**src/rtl/qbus_reply_if.sv**
```systemverilog
// Bus-side signal bundle between the CPU bus interface and the qbus_reply responder.
// The master side drives the CPU strobes and the external device reply; the slave side answers.
interface qbus_reply_if;
    logic        ce;
    logic        sync;
    logic        din;
    logic        dout;
    logic        wtbt;
    logic [15:0] addr;
    logic        rply;
    logic        berr;
    logic        ram_ce;
    logic        ram_we;
    logic [1:0]  ram_be;
    logic [14:0] ram_addr;
    logic        sel1;
    logic        sel2;
    logic        ext_sel;
    logic        ext_rply;

    modport master (
        output ce, sync, din, dout, wtbt, addr, ext_rply,
        input  rply, berr, ram_ce, ram_we, ram_be, ram_addr, sel1, sel2, ext_sel
    );

    modport slave (
        input  ce, sync, din, dout, wtbt, addr, ext_rply,
        output rply, berr, ram_ce, ram_we, ram_be, ram_addr, sel1, sel2, ext_sel
    );
endinterface

```
**src/rtl/qbus_reply.sv**
```systemverilog
// Bus responder: decodes each access as RAM, system register, I/O page or unmapped,
// issues the matching strobe, then answers with RPLY or flags a bus error on timeout.
module qbus_reply #(
    parameter logic [15:0] RAM_TOP     = 16'o100000,
    parameter logic [15:0] IO_BASE     = 16'o177600,
    parameter int unsigned RAM_WAIT    = 1,
    parameter int unsigned BUS_TIMEOUT = 63
) (
    input logic         clk,
    input logic         reset,
    qbus_reply_if.slave bus
);
    localparam logic [15:0] SEL1_ADDR = 16'o177716;
    localparam logic [15:0] SEL2_ADDR = 16'o177714;
    localparam logic [2:0]  WAIT_LOAD = 3'(RAM_WAIT);
    localparam logic [7:0]  TMO_LOAD  = 8'(BUS_TIMEOUT);

    typedef enum logic [2:0] {
        S_IDLE,
        S_RAM,
        S_SEL,
        S_EXT,
        S_REPLY,
        S_ERROR
    } state_t;

    state_t      r_state;
    logic        r_syncQ;
    logic [7:0]  r_tmo;
    logic [2:0]  r_wait;
    logic        r_rply;
    logic        r_berr;
    logic        r_ramCe;
    logic        r_ramWe;
    logic [1:0]  r_ramBe;
    logic [14:0] r_ramAddr;
    logic        r_sel1;
    logic        r_sel2;
    logic        r_extSel;

    logic        w_syncRise;
    logic [1:0]  w_be;
    logic [7:0]  w_tmoNext;

    assign w_syncRise = bus.sync & ~r_syncQ;
    assign w_be       = (bus.wtbt & bus.dout) ? (bus.addr[0] ? 2'b10 : 2'b01) : 2'b11;
    assign w_tmoNext  = (r_tmo == 8'd0) ? 8'd0 : r_tmo - 8'd1;

    // Reset leaves r_syncQ high so a sync already asserted during reset cannot start an access.
    always_ff @(posedge clk) begin
        if (reset) begin
            r_state   <= S_IDLE;
            r_syncQ   <= 1'b1;
            r_tmo     <= TMO_LOAD;
            r_wait    <= 3'd0;
            r_rply    <= 1'b0;
            r_berr    <= 1'b0;
            r_ramCe   <= 1'b0;
            r_ramWe   <= 1'b0;
            r_ramBe   <= 2'b00;
            r_ramAddr <= 15'd0;
            r_sel1    <= 1'b0;
            r_sel2    <= 1'b0;
            r_extSel  <= 1'b0;
        end else if (bus.ce) begin
            r_syncQ <= bus.sync;
            case (r_state)
                S_IDLE: begin
                    if (w_syncRise && bus.din && bus.dout) begin
                        r_state <= S_ERROR;
                        r_berr  <= 1'b1;
                    end else if (w_syncRise && (bus.din ^ bus.dout)) begin
                        r_tmo <= TMO_LOAD;
                        if (bus.addr < RAM_TOP) begin
                            r_state   <= S_RAM;
                            r_ramCe   <= 1'b1;
                            r_ramWe   <= bus.dout;
                            r_ramBe   <= w_be;
                            r_ramAddr <= bus.addr[15:1];
                            r_wait    <= WAIT_LOAD;
                        end else if (bus.addr[15:1] == SEL1_ADDR[15:1]) begin
                            r_state <= S_SEL;
                            r_sel1  <= 1'b1;
                        end else if (bus.addr[15:1] == SEL2_ADDR[15:1]) begin
                            r_state <= S_SEL;
                            r_sel2  <= 1'b1;
                        end else if (bus.addr >= IO_BASE) begin
                            r_state  <= S_EXT;
                            r_extSel <= 1'b1;
                        end else begin
                            r_state <= S_EXT;
                        end
                    end
                end
                S_RAM: begin
                    r_ramCe <= 1'b0;
                    if (!bus.sync) begin
                        r_state <= S_IDLE;
                        r_ramWe <= 1'b0;
                        r_ramBe <= 2'b00;
                    end else if (r_wait == 3'd0) begin
                        r_state <= S_REPLY;
                        r_rply  <= 1'b1;
                    end else begin
                        r_wait <= r_wait - 3'd1;
                    end
                end
                S_SEL: begin
                    if (!bus.sync) begin
                        r_state <= S_IDLE;
                        r_sel1  <= 1'b0;
                        r_sel2  <= 1'b0;
                    end else begin
                        r_state <= S_REPLY;
                        r_rply  <= 1'b1;
                    end
                end
                // A reply arriving on the same edge the counter expires still wins.
                S_EXT: begin
                    if (!bus.sync) begin
                        r_state  <= S_IDLE;
                        r_extSel <= 1'b0;
                    end else if (bus.ext_rply) begin
                        r_state <= S_REPLY;
                        r_rply  <= 1'b1;
                    end else begin
                        r_tmo <= w_tmoNext;
                        if (w_tmoNext == 8'd0) begin
                            r_state <= S_ERROR;
                            r_berr  <= 1'b1;
                        end
                    end
                end
                S_REPLY, S_ERROR: begin
                    if (!bus.sync) begin
                        r_state  <= S_IDLE;
                        r_rply   <= 1'b0;
                        r_berr   <= 1'b0;
                        r_ramWe  <= 1'b0;
                        r_ramBe  <= 2'b00;
                        r_sel1   <= 1'b0;
                        r_sel2   <= 1'b0;
                        r_extSel <= 1'b0;
                    end
                end
                default: begin
                    r_state <= S_IDLE;
                end
            endcase
        end
    end

    assign bus.rply     = r_rply;
    assign bus.berr     = r_berr;
    assign bus.ram_ce   = r_ramCe;
    assign bus.ram_we   = r_ramWe;
    assign bus.ram_be   = r_ramBe;
    assign bus.ram_addr = r_ramAddr;
    assign bus.sel1     = r_sel1;
    assign bus.sel2     = r_sel2;
    assign bus.ext_sel  = r_extSel;
endmodule

```
**src/flat_wrapper.sv**
```systemverilog
// flat-port wrapper written by rule: the top's interface ports become plain ports
module qbus_reply_flat 
#(
    parameter logic [15:0] RAM_TOP     = 16'o100000,
    parameter logic [15:0] IO_BASE     = 16'o177600,
    parameter int unsigned RAM_WAIT    = 1,
    parameter int unsigned BUS_TIMEOUT = 63
)
  (clk, reset, bus_ce, bus_sync, bus_din, bus_dout, bus_wtbt, bus_addr, bus_ext_rply, bus_rply, bus_berr, bus_ram_ce, bus_ram_we, bus_ram_be, bus_ram_addr, bus_sel1, bus_sel2, bus_ext_sel);
  qbus_reply_if bus_i ();
  input logic clk;
  input logic reset;
  input wire logic [$bits(bus_i.ce)-1:0] bus_ce;
  input wire logic [$bits(bus_i.sync)-1:0] bus_sync;
  input wire logic [$bits(bus_i.din)-1:0] bus_din;
  input wire logic [$bits(bus_i.dout)-1:0] bus_dout;
  input wire logic [$bits(bus_i.wtbt)-1:0] bus_wtbt;
  input wire logic [$bits(bus_i.addr)-1:0] bus_addr;
  input wire logic [$bits(bus_i.ext_rply)-1:0] bus_ext_rply;
  output wire logic [$bits(bus_i.rply)-1:0] bus_rply;
  output wire logic [$bits(bus_i.berr)-1:0] bus_berr;
  output wire logic [$bits(bus_i.ram_ce)-1:0] bus_ram_ce;
  output wire logic [$bits(bus_i.ram_we)-1:0] bus_ram_we;
  output wire logic [$bits(bus_i.ram_be)-1:0] bus_ram_be;
  output wire logic [$bits(bus_i.ram_addr)-1:0] bus_ram_addr;
  output wire logic [$bits(bus_i.sel1)-1:0] bus_sel1;
  output wire logic [$bits(bus_i.sel2)-1:0] bus_sel2;
  output wire logic [$bits(bus_i.ext_sel)-1:0] bus_ext_sel;
  assign bus_i.ce = bus_ce;
  assign bus_i.sync = bus_sync;
  assign bus_i.din = bus_din;
  assign bus_i.dout = bus_dout;
  assign bus_i.wtbt = bus_wtbt;
  assign bus_i.addr = bus_addr;
  assign bus_i.ext_rply = bus_ext_rply;
  assign bus_rply = bus_i.rply;
  assign bus_berr = bus_i.berr;
  assign bus_ram_ce = bus_i.ram_ce;
  assign bus_ram_we = bus_i.ram_we;
  assign bus_ram_be = bus_i.ram_be;
  assign bus_ram_addr = bus_i.ram_addr;
  assign bus_sel1 = bus_i.sel1;
  assign bus_sel2 = bus_i.sel2;
  assign bus_ext_sel = bus_i.ext_sel;
  qbus_reply #(.RAM_TOP(RAM_TOP), .IO_BASE(IO_BASE), .RAM_WAIT(RAM_WAIT), .BUS_TIMEOUT(BUS_TIMEOUT)) u_core (.clk(clk), .reset(reset), .bus(bus_i));
endmodule
```
**config.mk**
```make
export PLATFORM = sky130hd
export DESIGN_NAME = qbus_reply_flat
export DESIGN_NICKNAME = d
export VERILOG_FILES = /design/src/rtl/qbus_reply_if.sv /design/src/rtl/qbus_reply.sv /design/src/flat_wrapper.sv
export SDC_FILE = /design/constraint.sdc
export NUM_CORES = 1
export LEC_CHECK = 0
export BUFFER_PORTS_ARGS = -buffer_cell sky130_fd_sc_hd__buf_2
export CORE_MARGIN = 10
export CORE_UTILIZATION = 51
export CTS_CLUSTER_SIZE = 10
export DETAILED_ROUTE_END_ITERATION = 10
export PLACE_DENSITY = 0.76
export SLEW_MARGIN = 40
export SYNTH_ARGS = -nofsm -noshare
export SYNTH_HDL_FRONTEND = slang
export SYNTH_SLANG_ARGS = --single-unit
```
**constraint.sdc**
```tcl
create_clock -name clk -period 3.25 [get_ports clk]
set_input_delay 0.1625 -clock clk [delete_from_list [all_inputs] [get_ports clk]]
set_output_delay 0.1625 -clock clk [all_outputs]
set_load 0.1 [all_outputs]
```
==> out/qor.yml, run 1 <==
outcome: "completed"
drt-total-wl_microns: 5330
syn_inst: 256
drc: 0
cts_buffer_depth: 2
slowest_stage: "dfxtp_1"
grt_usage: 0.1499
finalSetupViolCount: 0
irDropWorstVdd_uv: 391.8
wl_per_cell_microns: 15.32
async_flop_share: 0
area_growth_pct: 17.16
clk_pin_slew_ps: 80
synth_ff_type: "dfxtp_1"
grt_pass1_vias: 2015
synth_area_sq_um: 2107
report.final.slew_viol_count: 0
hpwl_microns: 3932
syn_nets: 284
fmax_ghz: 0.3967
coreArea_sq_um: 4000
yosysMostFrequentCell: "dfxtp_1"
first_pass_iters: 5
power_leakage_nw: 1.118
ys_warn_count: 0
worstSkewPairLatency_ps: 290
rows: 23
finalCriticalPeriod_ps: 2521
finalClockSkew_ps: 3.874
yosys.area.top_type: "dfxtp_1"
min_period_over_period: 0.7757
synth_commonest_cells: "dfxtp_1 (39), nor2_1 (28), nand2_1 (21), a21oi_1 (18)"
critPathRequiredTime_ps: 3460
maxCapViolCount: 0
hold_viol_final: 0
post-cts-setup-buffers: 0
vias: 2043
die_y_microns: 84.28
die_width_microns: 84.28
ant_nets: 0
slew_headroom: 0.5474
htree_num_levels: 2
place.gp.congestion: 0.8585
yosys.area.top_type_share: 0.3705
worstPathCellList: "and3b_1 > and3_1 > o21ai_0 > or4_1 > a211oi_1"
hold_buffers: 0
total_power_mw: 1.131
slowest_delay_ps: 700
cts_sinks: 39
diodes: 0
root_buffer: "clkbuf_8"
grt-ovfl-total: 0
ys_top_cells_by_area: "dfxtp_1 (37%), mux2i_1 (7.1%), nor2_1 (5.0%)"
nets: 325
port_buffers: 47
drt-initial-drc-count: 147
worstPathMaxFanout: 21
io_pins: 48
endpoint_kind: "flop"
cts-buffers-inserted: 5
synth-seq-cells: 39
syn_avg_cell_area_sq_um: 8.231
power.density_nw_per_um2: 458.0
synth_edf_count: 0
finalNonFillerCells: 348
dieArea_sq_um: 7102
worst-slew-pin-transition_ps: 673.1
cts_tree: "done"
drive_gt1_frac: 0.2248
ys_seq_area_frac: 0.3705
critPathKind: "reg -> reg"
fin_util: 0.6171
dp.cells: 340
post_cts_resized: 0
ys_types: 53
grt_pass1_wl_microns: 9170
worst_setup_path_start_kind: "flop"
antenna_found_initial: 0
avgViaCountPerCell: 5.871
worstPathArrival_ps: 2740
grt_max_degree: 35
final.setup.tns_ps: 0
rsz0062_at_grt: "no"
hp-class: "in -> reg"
initial_core_util: 0.5267
-- worst max-delay path: cells and delay by family, from the launching register on --
family | cells | cell delay [ps]
AND/OR/NAND/NOR | 3 | 1270
AO/OA/AOI/OAI | 2 | 470
flip-flops | 1 | 700
-- state kept, by name, summed over array words and instances, names as in the netlist --
signal,count
u_core.bus.berr,1
u_core.bus.ext_sel,1
u_core.bus.ram_addr,15
u_core.bus.ram_be,2
u_core.bus.ram_ce,1
u_core.bus.ram_we,1
u_core.bus.rply,1
u_core.bus.sel1,1
u_core.bus.sel2,1
u_core.r_state,3
u_core.r_syncQ,1
u_core.r_tmo,8
u_core.r_wait,3
-- report_power, final --
group | internal [mW] | switching [mW] | leakage [nW] | total (mW)
Combinational | 0.0530 | 0.151 | 0.741 | 0.204
Clock | 0.248 | 0.174 | 0.0612 | 0.422
Sequential | 0.493 | 0.0121 | 0.316 | 0.505
Total | 0.794 | 0.336 | 1.12 | 1.13
-- metrics by stage --
stage          hold WS [ps]  cell area (sq um)  setup WS (ps)
4_1_cts               108.9               2469          782.0
3_5_place_dp          417.3               2351          788.3
6_report              112.5               2469          728.9
2_1_floorplan         306.4               2107          932.2
3_3_place_gp          408.1               2351          838.4
5_1_grt               138.2               2469          538.0
-- final timing paths --
| path | to | start | slack (ps) | cells after the start |
|---|---|---|---|---|
| max | u_core.r_tmo[6]$_SDFFE_PP0P_ | u_core.r_state[1]$_SDFFE_PP0P_ | 730 | 5 |
| min | u_core.bus.ram_addr[8]$_SDFFE_PP0P_ | bus_addr[9] | 110 | 3 |
| max reg2reg | u_core.r_tmo[6]$_SDFFE_PP0P_ | u_core.r_state[1]$_SDFFE_PP0P_ | 730 | 5 |
| min reg2reg | u_core.bus.ram_be[0]$_SDFFE_PP0P_ | u_core.bus.ram_be[0]$_SDFFE_PP0P_ | 450 | 2 |
-- layout make-up --
class,count,area (sq um)
Timing Repair Buffer,48,242.7
Sequential cell,39,780.7
Fill cell,369,1531
Multi-Input combinational cell,194,1231
Tap cell,50,62.56
Clock buffer,6,82.58
Inverter,9,33.78
Clock inverter,2,35.03
-- cells by family after synthesis --
group           count (synthesis)  share of synthesized area
compound gates                 66                     0.2096
xor+xnor                        2                   0.008315
fa+ha+maj                       4                    0.02375
buf+inv                        23                    0.04513
flops                          39                     0.3705
mux                            17                    0.08372
simple gates                  105                     0.2589
-- cells in the final DEF, fill, tap and decap left out, drive strengths merged, types with 4 or more instances in the layout --
cell	netlist	routed
nand3	9	9
nor2b	7	7
nand2b	5	5
nor3	6	6
o21ai	15	15
mux2i	15	15
nor2	28	28
inv	8	8
o31ai	5	5
clkbuf	11	6
dfxtp	39	39
ha	4	4
buf	3	48
a21oi	18	18
a211oi	5	5
nand2	21	21
or3	10	10
-- layer usage --
layer | track usage | up-vias | part of all wire
li1 | - | 1014 | -
met1 | 0.1819 | 917 | 0.43
met2 | 0.2386 | 103 | 0.46
met3 | 0.05314 | 9 | 0.094
met4 | 0.05175 | 0 | 0.015
met5 | 0 | - | 0
(Power assumes the default switching activity.)
==> run 2: changes to the inputs <==
Settings changed: ABC_AREA from default to 1.
Clock period 3.25 ns to 2.4 ns, I/O delays scaled along.
==> run 2 against run 1 <==
  * Synthesized cell count increased by 30%
  * Largest power group is now combinational cells
  * Area after synthesis increased by 0.71%
  * Routed wire length increased by 2.6%
  * Critical path depth increased by 7
  * Maximum frequency increased by 25%
  * Cell area increased by 2.5%
  * Clock power increased by 36%
  * Sequential power increased by 73%
  * Critical path type unchanged
  * Combinational power increased to 8.5 times the previous value
  * Non-clock buffer count increased by 3
  * Sequential share of layout area decreased by 0.77 points
  * Via count increased by 9.2%
==> out/qor.yml, run 2 <==
hp-class: "in -> reg"  # unchanged
largest_register_ffs: 15  # unchanged
htree_num_levels: 2  # unchanged
yosys.area.top_type: "dfxtp_1"  # unchanged
place_area_sq_um: 2412  # was 2351 sq um
cts_tree: "done"  # unchanged
yosysMostFrequentCell: "nor2_1"  # was dfxtp_1
first_pass_iters: 4  # was 5
final_common_cell: "nor2_1"  # was buf_2
finalCriticalPeriod_ps: 2011  # was 2521 ps
outcome: "completed"  # unchanged
endpoint_kind: "flop"  # unchanged
report.final.slew_viol_count: 0  # unchanged
async_flop_share: 0  # unchanged
fmax_ghz: 0.4972  # was 0.3967 GHz
syn_inst: 333  # was 256
post-cts-setup-buffers: 0  # unchanged
ys_top_cells_by_area: "dfxtp_1 (37%), nor2_1 (14%), nand2_1 (11%)"  # was dfxtp_1 (37%), mux2i_1 (7.1%), nor2_1 (5.0%)
diodes: 0  # unchanged
grt-ovfl-total: 0  # unchanged
grt-busiest-layer: "met2"  # unchanged
total_power_mw: 3.180  # was 1.131 mW
cts_sinks: 39  # unchanged
drive_gt1_frac: 0.1710  # was 0.2248
irDropWorstVdd_uv: 1107  # was 391.8 uV
post_cts_resized: 0  # unchanged
rows: 23  # unchanged
synth_ff_type: "dfxtp_1"  # unchanged
avgViaCountPerCell: 5.115  # was 5.871
maxCapViolCount: 0  # unchanged
drc: 0  # unchanged
hold_buffers: 0  # unchanged
area_growth_pct: 19.22  # was 17.16%
finalClockSkew_ps: 3.706  # was 3.874 ps
power.density_nw_per_um2: 1257  # was 458.0 nW/um^2
vias: 2230  # was 2043
die_y_microns: 84.51  # was 84.28 microns
coreArea_sq_um: 4000  # unchanged
final.setup.tns_ps: 0  # unchanged
grt_usage: 0.1549  # was 0.1499
dieArea_sq_um: 7141  # was 7102 sq um
ys_warn_count: 0  # unchanged
worstSkewPairLatency_ps: 300  # was 290 ps
ys_types: 28  # was 53
grtUsageMet3: 0.05797  # was 0.05314
r2r-start: "u_core.r_state[2]$_SDFFE_PP0P_"  # was u_core.r_state[1]$_SDFFE_PP0P_
grt_pass1_wl_microns: 9515  # was 9170 microns
worstPathArrival_ps: 2250  # was 2740 ps
worst_setup_path_start_kind: "flop"  # unchanged
critPathKind: "reg -> reg"  # unchanged
synth_area_sq_um: 2122  # was 2107 sq um
io_pins: 48  # unchanged
min_period_over_period: 0.8381  # was 0.7757
clk_pin_slew_ps: 80  # about the same
met2_usage: 0.2402  # was 0.2386
ys_seq_area_frac: 0.3679  # was 0.3705
cts-buffers-inserted: 5  # unchanged
stdcell_area_sq_um: 2530  # was 2469 sq um
min_to: "u_core.bus.ram_addr[2]$_SDFFE_PP0P_"  # was u_core.bus.ram_addr[8]$_SDFFE_PP0P_
synth-seq-cells: 39  # unchanged
reg2reg_depth: 12  # was 5
synth_edf_count: 0  # unchanged
r2r_end: "u_core.bus.ram_addr[1]$_SDFFE_PP0P_"  # was u_core.r_tmo[6]$_SDFFE_PP0P_
critPathRequiredTime_ps: 2640  # was 3460 ps
ant_nets: 0  # unchanged
finalNonFillerCells: 436  # was 348
syn_nets: 361  # was 284
die_width_microns: 84.51  # was 84.28 microns
fillers: 386  # was 369
cts_buffer_depth: 2  # unchanged
hold_viol_final: 0  # unchanged
grtUsageMet1: 0.1915  # was 0.1819
syn_avg_cell_area_sq_um: 6.372  # was 8.231 sq um
worst-slew-pin-transition_ps: 496.1  # was 673.1 ps
drt-total-wl_microns: 5471  # was 5330 microns
yosys.area.top_type_share: 0.3679  # was 0.3705
initial_core_util: 0.5305  # was 0.5267
root_buffer: "clkbuf_8"  # unchanged
place.gp.congestion: 0.9306  # was 0.8585
power_leakage_nw: 1.284  # was 1.118 nW
synth_commonest_cells: "nor2_1 (77), nand2_1 (63), inv_1 (42), dfxtp_1 (39), o21ai_0 (31)"  # was dfxtp_1 (39), nor2_1 (28), nand2_1 (21), a21oi_1 (18)
hpwl_microns: 4329  # was 3932 microns
worstPathMaxFanout: 12  # was 21
rsz0062_at_grt: "no"  # unchanged
slew_headroom: 0.6715  # was 0.5474
reg2reg_setup_slack_ps: 390  # was 730 ps
hp-start: "bus_addr[3]"  # was bus_addr[9]
finalSetupViolCount: 0  # unchanged
wl_per_cell_microns: 12.55  # was 15.32 microns
whs_path_depth: 3  # unchanged
layout_common_cells: "nor2_1 (77), nand2_1 (63), buf_2 (47)"  # was buf_2 (47), dfxtp_1 (39), nor2_1 (28)
dp.cells: 428  # was 340
port_buffers: 47  # unchanged
grt_max_degree: 20  # was 35
nets: 413  # was 325
antenna_found_initial: 0  # unchanged
drt-initial-drc-count: 155  # was 147
grt_pass1_vias: 2120  # was 2015
==> run 2: cell count changes in the layout (fill, tap and decap cells not counted), moves of 6 or more <==
cell     change
inv_1       +34
mux2i_1     -15
nand2_1     +42
nand3_1      +7
nand4_1      +6
nor2_1      +49
nor2b_1      -7
o21ai_0     +16
or3_1        -8
==> run 2: metrics by stage <==
step	setup WS (ps)	hold slack, ps	utilization
2_1_floorplan	615.8	189.1	-
3_3_place_gp	471.5	361.0	0.6031
3_5_place_dp	407.5	369.2	0.6031
4_1_cts	379.7	54.32	0.6325
5_1_grt	103.6	78.74	0.6325
6_report	388.6	57.21	0.6325
==> run 2: kinds of logic (layout without fill, tap and decap cells) <==
kind of cell / after synthesis / in the layout / synth area share
buf+inv: 51 / 104 / 0.09728
simple gates: 179 / 179 / 0.3544
compound gates: 59 / 59 / 0.1527
fa+ha+maj: 4 / 4 / 0.02359
flops: 39 / 39 / 0.3679
xor+xnor: 1 / 1 / 0.004128
==> run 2: per-layer routing <==
metal	vias up	routed length [microns]	share of wire
met5	-	0	0
met4	0	85	0.016
met3	9	436	0.080
met2	65	2436	0.45
met1	984	2512	0.46
li1	1172	-	-
==> run 2: worst max-delay path by stage <==
stage	startpoint	endpoint	slack, ps
after floorplan	u_core.r_state[2]$_SDFFE_PP0P_	u_core.bus.ram_addr[10]$_SDFFE_PP0P_	620
after global placement	u_core.r_state[2]$_SDFFE_PP0P_	u_core.bus.ram_addr[10]$_SDFFE_PP0P_	470
after detailed placement	u_core.r_state[2]$_SDFFE_PP0P_	u_core.bus.ram_addr[1]$_SDFFE_PP0P_	410
after CTS	u_core.r_state[2]$_SDFFE_PP0P_	u_core.bus.ram_addr[1]$_SDFFE_PP0P_	380
after global routing	u_core.r_state[2]$_SDFFE_PP0P_	u_core.bus.ram_addr[11]$_SDFFE_PP0P_	100
final	u_core.r_state[2]$_SDFFE_PP0P_	u_core.bus.ram_addr[1]$_SDFFE_PP0P_	390
==> run 2: worst max-delay path, cell delays in order (launching register included) <==
cell and delay [ps]:
dfxtp_1 420, inv_1 90, nand2_1 110, nor2_2 90, inv_2 140, nor2_1 80, or2_1 270, nor2_4 140
inv_2 70, nor2_4 140, buf_4 190, o21ai_0 80, nor2_1 120
==> run 2: power by group <==
group | total (mW) | switching, mW | internal [mW]
combinational | 1.73 | 1.38 | 0.346
clock | 0.575 | 0.239 | 0.336
sequential | 0.876 | 0.0821 | 0.794
==> run 2: cell type report <==
class,count,area [sq um],share of cell area
inverter,45,168.9,0.06677
multi-input combinational,243,1135,0.4486
tap,50,62.56,0.02473
clock buffer,6,82.58,0.03264
timing repair buffer,51,265.3,0.1048
sequential,39,780.7,0.3086
clock inverter,2,35.03,0.01385
==> run 3: changes to the inputs <==
Clock period 2.4 ns to 2.03 ns, I/O delays scaled along.
==> run 3 against run 2 <==
  * Core utilization rose by 2.1 points
  * Critical endpoint is now u_core.bus.ram_addr[7]$_SDFFE_PP0P_
  * Critical path depth increased by 1
  * Combinational power rose by 28%
==> out/qor.yml, run 3 (synthesis gave the netlist of run 2 again) <==
drc: 0  # unchanged
area_growth_pct: 23.23  # was 19.22%
hold_viol_final: 0  # unchanged
dp.cells: 432  # was 428
finalSetupViolCount: 0  # unchanged
drt-initial-drc-count: 173  # was 155
critPathRequiredTime_ps: 2270  # was 2640 ps
worstPathMaxFanout: 8  # was 12
worstPathArrival_ps: 2170  # was 2250 ps
fin_util: 0.6537  # was 0.6325
finalClockSkew_ps: 5.633  # was 3.706 ps
root_buffer: "clkbuf_8"  # unchanged
fmax_ghz: 0.5178  # was 0.4972 GHz
nets: 419  # was 413
largest_register_ffs: 15  # unchanged
pwr-share-comb: 0.584  # was 0.544
slowest_stage: "dfxtp_1"  # unchanged
htree_num_levels: 2  # unchanged
ff_latch_area_sq_um: 787.0  # was 780.7 sq um
diodes: 0  # unchanged
hold_buffers: 0  # unchanged
antenna_found_initial: 0  # unchanged
coreArea_sq_um: 4000  # unchanged
cts_buffer_depth: 2  # unchanged
report.final.slew_viol_count: 0  # unchanged
grt-ovfl-total: 0  # unchanged
seq_power_share: 0.278  # was 0.275
path_common_cell: "nand2_2"
hpwl_microns: 4464  # was 4329 microns
critPathKind: "reg -> reg"  # unchanged
finalNonFillerCells: 442  # was 436
fillers: 361  # was 386
slowest_delay_ps: 310  # was 420 ps
p_int_mw: 1.678  # was 1.476 mW
grt_pass1_vias: 2227  # was 2120
min_period_over_period: 0.9513  # was 0.8381
clk_pin_slew_ps: 80  # about the same
switchingPower_mw: 2.119  # was 1.704 mW
vias: 2329  # was 2230
wl_per_cell_microns: 13.76  # was 12.55 microns
initial_core_util: 0.5305  # unchanged
worst_setup_path_start_kind: "flop"  # unchanged
whs_path_depth: 3  # unchanged
swShare: 0.5580  # was 0.5358
ant_nets: 0  # unchanged
power_leakage_nw: 1.303  # was 1.284 nW
final_common_cell: "nor2_1"  # unchanged
multiInputGateArea_sq_um: 1167  # was 1135 sq um
reg2reg_depth: 13  # was 12
cts-buffers-inserted: 5  # unchanged
grt_max_degree: 20  # unchanged
rows: 23  # unchanged
drive_gt1_frac: 0.2219  # was 0.1710
maxCapViolCount: 0  # unchanged
first_pass_iters: 5  # was 4
die_y_microns: 84.51  # unchanged
drt-total-wl_microns: 6081  # was 5471 microns
power.density_nw_per_um2: 1452  # was 1257 nW/um^2
slew_headroom: 0.6732  # was 0.6715
irDropWorstVdd_uv: 999.1  # was 1107 uV
grt_usage: 0.1584  # was 0.1549
io_pins: 48  # unchanged
worst-slew-pin-transition_ps: 493.6  # was 496.1 ps
pwr-share-clk: 0.138  # was 0.181
avgViaCountPerCell: 5.269  # was 5.115
hp-class: "in -> reg"  # unchanged
cts_sinks: 39  # unchanged
grt_pass1_wl_microns: 9811  # was 9515 microns
layout_common_cells: "nor2_1 (74), nand2_1 (58), buf_2 (47)"  # was nor2_1 (77), nand2_1 (63), buf_2 (47)
place.gp.congestion: 0.9885  # was 0.9306
finalCriticalPeriod_ps: 1931  # was 2011 ps
outcome: "completed"  # unchanged
cts_tree: "done"  # unchanged
dieArea_sq_um: 7141  # unchanged
worstSkewPairLatency_ps: 300  # about the same
port_buffers: 47  # unchanged
endpoint_kind: "flop"  # unchanged
worstPathCellList: "inv_2 > nand2_2 > nor2_2 > nand2_2 > nand2_2 > nand2_2 > or2_4 > nor2_4 > inv_2 > nor2_4 > clkbuf_16 > o21ai_0 > nor2_1"  # was inv_1 > nand2_1 > nor2_2 > inv_2 > nor2_1 > or2_1 > nor2_4 > inv_2 > nor2_4 > buf_4 > o21ai_0 > nor2_1
die_width_microns: 84.51  # unchanged
run 3: cell count changes in the layout (fill, tap and decap cells not counted), sizes merged:
cell and change:
buf +5, clkinvlp +2, bufinv -1
run 3: critical path, delay by kind of cell (launching register included):
kind	cells	cell delay, ps
flops	1	310
buf+inv	3	330
simple gates	9	1160
compound gates	1	80
run 3: per-stage QoR:
stage | instance area [sq um] | hold WS, ps | setup TNS, ps | total power [mW] | setup slack [ps]
2_1_floorplan | 2122 | 170.6 | 0 | 2.721 | 245.8
3_3_place_gp | 2442 | 340.3 | 0 | 3.090 | 189.1
3_5_place_dp | 2442 | 349.7 | 0 | 3.108 | 76.85
4_1_cts | 2531 | 43.52 | 0 | 3.641 | 67.31
5_1_grt | 2615 | 44.21 | -371.1 | 4.026 | -53.01
6_report | 2615 | 29.18 | 0 | 3.797 | 98.78
run 3: repair_timing:
item | CTS | global route
setup buffers | 0 | 1
setup endpoints to repair | 0 | 16
resized for setup | 0 | 21
hold endpoints to repair | 0 | 0
run 3: per-layer routing:
layer / vias to the layer above / part of all wire / GRT usage
li1: 1193 / - / -
met1: 1041 / 0.45 / 0.1911
met2: 83 / 0.47 / 0.2649
met3: 12 / 0.059 / 0.04734
met4: 0 / 0.015 / 0.04341
met5: - / 0 / 0
run 3: power by group through the flow:
stage          combinational (mW)  sequential, mW  clock [mW]
2_1_floorplan               0.745            1.98           0
3_3_place_gp                 2.04            1.05           0
3_5_place_dp                 2.06            1.05           0
4_1_cts                      2.07            1.04       0.533
5_1_grt                      2.38            1.08       0.572
6_report                     2.22            1.05       0.523
run 3: final cells by class:
| class | count | share of cell area |
|---|---|---|
| multi-input cells | 243 | 0.4464 |
| inverters | 45 | 0.06651 |
| clock buffers | 5 | 0.02632 |
| clock inverters | 3 | 0.007655 |
| repair buffers | 57 | 0.1282 |
| flip-flops and latches | 39 | 0.3010 |
| well taps | 50 | 0.02392 |
run 3: worst paths after layout:
check	from	to	slack [ps]
hold reg to reg	u_core.bus.ram_addr[14]$_SDFFE_PP0P_	u_core.bus.ram_addr[14]$_SDFFE_PP0P_	450
setup / recovery	u_core.r_syncQ$_SDFFE_PP1P_	u_core.bus.ram_addr[7]$_SDFFE_PP0P_	100
setup reg to reg	u_core.r_syncQ$_SDFFE_PP1P_	u_core.bus.ram_addr[7]$_SDFFE_PP0P_	100
hold / removal	bus_addr[4]	u_core.bus.ram_addr[3]$_SDFFE_PP0P_	30
